## src/rtl/pci_arb_pkg.sv

```systemverilog
// Shared types and constants for the PCI bus arbiter.
// Parking is selected by the PCI_ARB_PARK_EN macro in pci_arbiter.
package pci_arb_pkg;

  localparam int NUM_MASTERS   = 4;
  localparam int GRANT_TIMEOUT = 16;
  localparam int IDX_W         = $clog2(NUM_MASTERS);
  localparam int TMR_W         = $clog2(GRANT_TIMEOUT);

  typedef enum logic [1:0] {
    ST_IDLE,
    ST_GRANT,
    ST_BUSY,
    ST_TURN
  } arb_state_t;

  // Active-low one-hot grant vector for a single master.
  function automatic logic [NUM_MASTERS-1:0] gnt_low(input logic [IDX_W-1:0] idx);
    gnt_low      = '1;
    gnt_low[idx] = 1'b0;
  endfunction

endpackage

```

## src/rtl/pci_rr_picker.sv

```systemverilog
// Round-robin winner search starting one past the last granted master.
// Latency: combinational; backpressure: none.
module pci_rr_picker
  import pci_arb_pkg::*;
(
  input  logic [NUM_MASTERS-1:0] req,
  input  logic [IDX_W-1:0]       last_idx,
  output logic                   pick_vld,
  output logic [IDX_W-1:0]       pick_idx
);

  logic [IDX_W-1:0] cand;

  always_comb begin
    pick_vld = 1'b0;
    pick_idx = last_idx;
    cand     = '0;
    // The last iteration wraps back to last_idx itself, so it has lowest priority.
    for (int i = 1; i <= NUM_MASTERS; i++) begin
      cand = last_idx + IDX_W'(i);
      if (!pick_vld && req[cand]) begin
        pick_vld = 1'b1;
        pick_idx = cand;
      end
    end
  end

endmodule

```

## src/rtl/pci_arbiter.sv

```systemverilog
// Four-master PCI bus arbiter (IDLE/GRANT/BUSY/TURN), registered active-low grants.
// Latency: grant one cycle after IDLE samples a request; optional parking via PCI_ARB_PARK_EN.
module pci_arbiter
  import pci_arb_pkg::*;
(
  input  logic       clk,
  input  logic       reset_,
  input  logic [3:0] REQ_,
  input  logic       FRAME_,
  input  logic       IRDY_,
  output logic [3:0] GNT_,
  output logic [1:0] gnt_idx,
  output logic       bus_busy
);

  localparam logic [TMR_W-1:0] TMR_LAST = TMR_W'(GRANT_TIMEOUT - 1);

  arb_state_t       state, state_nxt;
  logic [TMR_W-1:0] timer, timer_nxt;
  logic [IDX_W-1:0] idx_nxt;
  logic [3:0]       gnt_nxt;
  logic             frame_q;
  logic             bus_idle;
  logic             frame_fall;
  logic             pick_vld;
  logic [IDX_W-1:0] pick_idx;

  assign bus_idle   = FRAME_ & IRDY_;
  assign frame_fall = frame_q & ~FRAME_;

  pci_rr_picker u_picker (
    .req      (~REQ_),
    .last_idx (gnt_idx),
    .pick_vld (pick_vld),
    .pick_idx (pick_idx)
  );

`ifdef PCI_ARB_PARK_EN
  logic parked;
  // In IDLE the only way a grant line can be low is the parked grant.
  assign parked = ~&GNT_;
`endif

  always_comb begin
    state_nxt = state;
    timer_nxt = timer;
    idx_nxt   = gnt_idx;
    case (state)
      ST_IDLE: begin
        if (pick_vld && bus_idle) begin
`ifdef PCI_ARB_PARK_EN
          if (parked && (pick_idx != gnt_idx)) begin
            state_nxt = ST_TURN;
          end else begin
            state_nxt = ST_GRANT;
            idx_nxt   = pick_idx;
            timer_nxt = '0;
          end
`else
          state_nxt = ST_GRANT;
          idx_nxt   = pick_idx;
          timer_nxt = '0;
`endif
        end
      end
      ST_GRANT: begin
        if (frame_fall) begin
          state_nxt = ST_BUSY;
        end else if (REQ_[gnt_idx] || (timer == TMR_LAST)) begin
          state_nxt = ST_TURN;
        end else begin
          timer_nxt = timer + 1'b1;
        end
      end
      ST_BUSY: begin
        if (bus_idle) begin
          state_nxt = ST_TURN;
        end
      end
      ST_TURN: begin
        state_nxt = ST_IDLE;
`ifdef PCI_ARB_PARK_EN
        // Dropping a parked grant already spent its turnaround here.
        if (pick_vld && bus_idle) begin
          state_nxt = ST_GRANT;
          idx_nxt   = pick_idx;
          timer_nxt = '0;
        end
`endif
      end
      default: state_nxt = ST_IDLE;
    endcase

    gnt_nxt = 4'hF;
    if (state_nxt == ST_GRANT) begin
      gnt_nxt = gnt_low(idx_nxt);
    end
`ifdef PCI_ARB_PARK_EN
    else if ((state_nxt == ST_IDLE) && (&REQ_)) begin
      gnt_nxt = gnt_low(idx_nxt);
    end
`endif
  end

  always_ff @(posedge clk or negedge reset_) begin
    if (!reset_) begin
      state    <= ST_IDLE;
      timer    <= '0;
      gnt_idx  <= IDX_W'(NUM_MASTERS - 1);
      GNT_     <= 4'hF;
      bus_busy <= 1'b0;
      frame_q  <= 1'b1;
    end else begin
      state    <= state_nxt;
      timer    <= timer_nxt;
      gnt_idx  <= idx_nxt;
      GNT_     <= gnt_nxt;
      bus_busy <= (state_nxt == ST_BUSY);
      frame_q  <= FRAME_;
    end
  end

endmodule
```

## config.mk

```make
export PLATFORM = sky130hd
export DESIGN_NAME = pci_arbiter
export DESIGN_NICKNAME = d
export VERILOG_FILES = /design/src/rtl/pci_arb_pkg.sv /design/src/rtl/pci_rr_picker.sv /design/src/rtl/pci_arbiter.sv
export SDC_FILE = /design/constraint.sdc
export NUM_CORES = 1
export LEC_CHECK = 0
export BUFFER_PORTS_ARGS = -buffer_cell sky130_fd_sc_hd__buf_2
export CAP_MARGIN = 10
export CORE_MARGIN = 10
export CORE_UTILIZATION = 30
export DETAILED_ROUTE_END_ITERATION = 12
export GPL_ROUTABILITY_DRIVEN = 0
export GPL_TIMING_DRIVEN = 0
export PLACE_DENSITY_LB_ADDON = 0.25
export SYNTH_ARGS = -nofsm -noshare
export SYNTH_HDL_FRONTEND = slang
export SYNTH_HIERARCHICAL = 1
export SYNTH_SLANG_ARGS = --single-unit
export TNS_END_PERCENT = 50
```

## constraint.sdc

```tcl
create_clock -name clk -period 2.3 [get_ports clk]
set_input_delay 0.23 -clock clk [delete_from_list [all_inputs] [get_ports clk]]
set_output_delay 0.23 -clock clk [all_outputs]
set_load 0.01 [all_outputs]
```

==> summary.md <==
| Metric | Value |
|---|---|
| Status | `completed` |
| Synth Area in Compound Gates | `0.1262` |
| Total grt overflow | `0` |
| Clock Skew | `~0.0089 ns` |
| Layout Cells excl Fill | `between 100 and 150` |
| Synth unique cells | `35` |
| Main combinational cell family by area after synthesis | `simple AND/OR/NAND/NOR gates` |
| F_max | `between 500 and 600 MHz` |
| Slew Viols, Final | `0` |
| Post-CTS setup buffers | `0` |
| Row cnt | `18` |
| Required time worst endpoint | `between 2 and 2.5 ns` |
| Register area | `359.1 um2` |
| Worst Tran Pin Value | `0.3843 ns` |
| Arrival @ worst endpoint | `~2.1 ns` |
| Startpoint types | `input pin` |
| Clk slew on worst S/H paths | `~0.09 ns` |
| Final Hold Fails | `0` |
| CP Class | `input pin to flop` |
| Placed Area | `920.9 um2` |
| Worst hold path type | `input pin to flop` |
| Critical hold path startpoint | `FRAME_` |
| Simple-gate share of the synthesized area | `0.2462` |
| Maxcap violations | `0` |
| Mean Syn Cell Area | `approximately 11 um2` |
| Mux cell area share after synthesis | `0.1200` |
| Place WS | `roughly 0.11 ns` |
| Worst vdd ir | `584.2 uV` |
| CTS tree | `built` |
| Die ar. | `around 5200 um2` |
| Clock Path Buffers | `2` |
| Fin nets | `between 100 and 150` |
| Initial antenna violation count | `0` |
| Core box area | `between 2000 and 3000 um2` |
| Vias per cell | `5.032` |
| Final WS setup | `between 0.4 and 0.5 ns` |
| RSZ-0062 raised after global routing | `false` |
| Total Wirelength | `approximately 1800 um` |
| Syn Inst Count | `76` |
| Root Buffer | `clkbuf_4` |
| Ant diodes | `0` |
| Layout cells sized above 1 | `0.3263` |
| CTS Buf Count | `3` |
| Dominant cells by area after synthesis | `dfstp_2 23%, dfrtp_1 22%, mux2i_1 7.4%` |
| Vias in the first global route | `630` |
| Die X-Extent | `~70 um` |
| Total GRT Usage | `0.07054` |
| Initial core utilization | `0.3224` |
| Xor/xnor share of the synthesized area | `0` |
| Chip Height | `72.07 um` |
| Clock sink count | `14` |
| Crit-path max FO | `7` |
| Adder-cell share of the synthesized area | `0.01538` |
| Finish-stage setup viols | `0` |
| DRT antenna net count | `0` |
| Top-area cell type share of the netlist area | `0.2262` |
| Area grow syn2layout | `18.92%` |
| CTS resizes | `0` |
| Vias | `about 630` |
| TNS Setup | `0 ns` |
| Worst rel slew slack | `0.7435` |
| Crit path time final | `1.891 ns` |
| Multi-input gate area | `about 410 um2` |
| Largest net degree at the start of global routing | `15` |
| # H-tree levels | `1` |
| Final period util | `0.8224` |
| Setup crit end kind | `flop` |
| Power per cell area | `around 1200 nW/um2` |
| Number of remaining DRC errors | `0` |
| Clk Latency, worst-skew pair | `approximately 0.29 ns` |
| First drt pass iteration count | `4` |
| Leakage power | `~0.45 nW` |
| Reg2Reg Launch Point | `gnt_idx[0]$_DFF_PN1_` |
| Worst Setup SP | `REQ_[3]` |
| Register area share after synthesis | `0.4415` |
| Synth Cell Area | `slightly above 800 um2` |
| First-pass GRT wire length | `around 3000 um` |
| Number of synthesized register bits | `14` |
| Detailed Place HPWL | `1360 um` |
| Routed len/inst | `about 14 um` |
| Cell count after placement | `120` |
| Yosys warnings | `6` |
| Fillers | `about 260` |
| Initial DRC Count | `23` |
| Dominant cell type by area after synthesis | `dfstp_2` |
| PortBufs | `14` |
| Fin area | `967.2 um2` |
| Syn Nets | `85` |
| I/O pin count | `15` |
## final timing paths
kind                                             end  slack [ns]  cells past startpoint
worst min register to register  timer[2]$_DFFE_PN0P_        0.53                      2
worst max-delay path            timer[0]$_DFFE_PN0P_        0.41                      7
min in group asynchronous       timer[3]$_DFFE_PN0P_        0.35                      2
max in group asynchronous          GNT_[3]$_DFF_PN1_        1.66                      2
worst min-delay path               frame_q$_DFF_PN1_        0.07                      1
worst max register to register  timer[0]$_DFFE_PN0P_        0.44                      4
## synthesized netlist by cell type (all sizes together)
library cell and instances:
and3 1, mux2 1, or4 2, mux4 1, or2b 1, nand2b 3
a211o 1, o2bb2ai 1, dfrtp 7, nand4 1, and2b 1, inv 11
a31oi 1, nand3b 2, ha 1, nand2 2, nor4b 1, a41oi 1
a21oi 2, o41ai 1, or3b 1, nor3 1, and4b 2, a21boi 1
or2 1, o221ai 1, nor3b 1, a221o 1, o22ai 2, dfstp 7
nor2b 2, nand3 5, nor2 3, mux2i 6
## cells by family (layout without fill, tap and decap cells)
logic type / after synthesis / after routing
muxes: 8 / 8
buffers and inverters: 11 / 30
and+or+nand+nor: 30 / 30
AOI/OAI and AO/OA: 12 / 12
DFF: 14 / 14
adders and majority gates: 1 / 1
## layout by cell type (no fill, tap or decap), types with 3 or more instances in the layout
master / n
dfstp_2: 7
clkbuf_4: 3
nand3_1: 5
nand2b_1: 3
nor2_1: 3
inv_1: 11
mux2i_1: 6
dfrtp_1: 7
buf_2: 14
## per-layer routing
layer  GRT usage  up-vias  share of wire
met5           0        -              0
met4     0.02151        0          0.018
met3     0.04354        4          0.078
met2      0.1088       14           0.46
met1     0.07848      297           0.44
li1            -      314              -
## cell type report
class | instances | share of cell area
timing repair buffer | 15 | 0.08279
multi-input combinational | 51 | 0.4269
inverter | 11 | 0.04269
tap | 30 | 0.03881
clock buffer | 4 | 0.03752
sequential | 14 | 0.3713
## timing repair
action / 4_1_cts / 5_1_grt
hold buffers: 1 / 0
hold endpoints to repair: 7 / 0
endpoints found under the setup margin: 0 / 0
## worst max-delay path, cell delays in order
cell     delay (ns)
buf_2          0.10
inv_1          0.09
or4_1          0.60
and4b_1        0.24
a211o_1        0.32
nor3b_4        0.20
mux2_4         0.31
## where the power goes
part           total (mW)  switching (mW)  leakage, nW  internal, mW
clock               0.182          0.0854       0.0210        0.0965
combinational       0.492           0.246        0.265         0.246
sequential          0.465           0.104        0.165         0.361
total                1.14           0.435        0.451         0.704
## flip-flops by register name (all words and copies together), names as in the netlist
signal / flops
frame_q: 1
bus_busy: 1
gnt_idx: 2
state: 2
timer: 4
GNT_: 4
## metrics by stage
| step | power, mW | hold WS (ns) | util |
|---|---|---|---|
| 2_1_floorplan | 0.8270 | -0.06559 | - |
| 6_report | 1.139 | 0.07058 | 0.3834 |
| 5_1_grt | 1.243 | 0.06036 | 0.3834 |
| 3_3_place_gp | 0.9549 | 0.1375 | 0.3651 |
| 3_5_place_dp | 0.9689 | 0.1457 | 0.3651 |
| 4_1_cts | 1.158 | 0.05493 | 0.3834 |
Power figures use the tool's default switching activity.
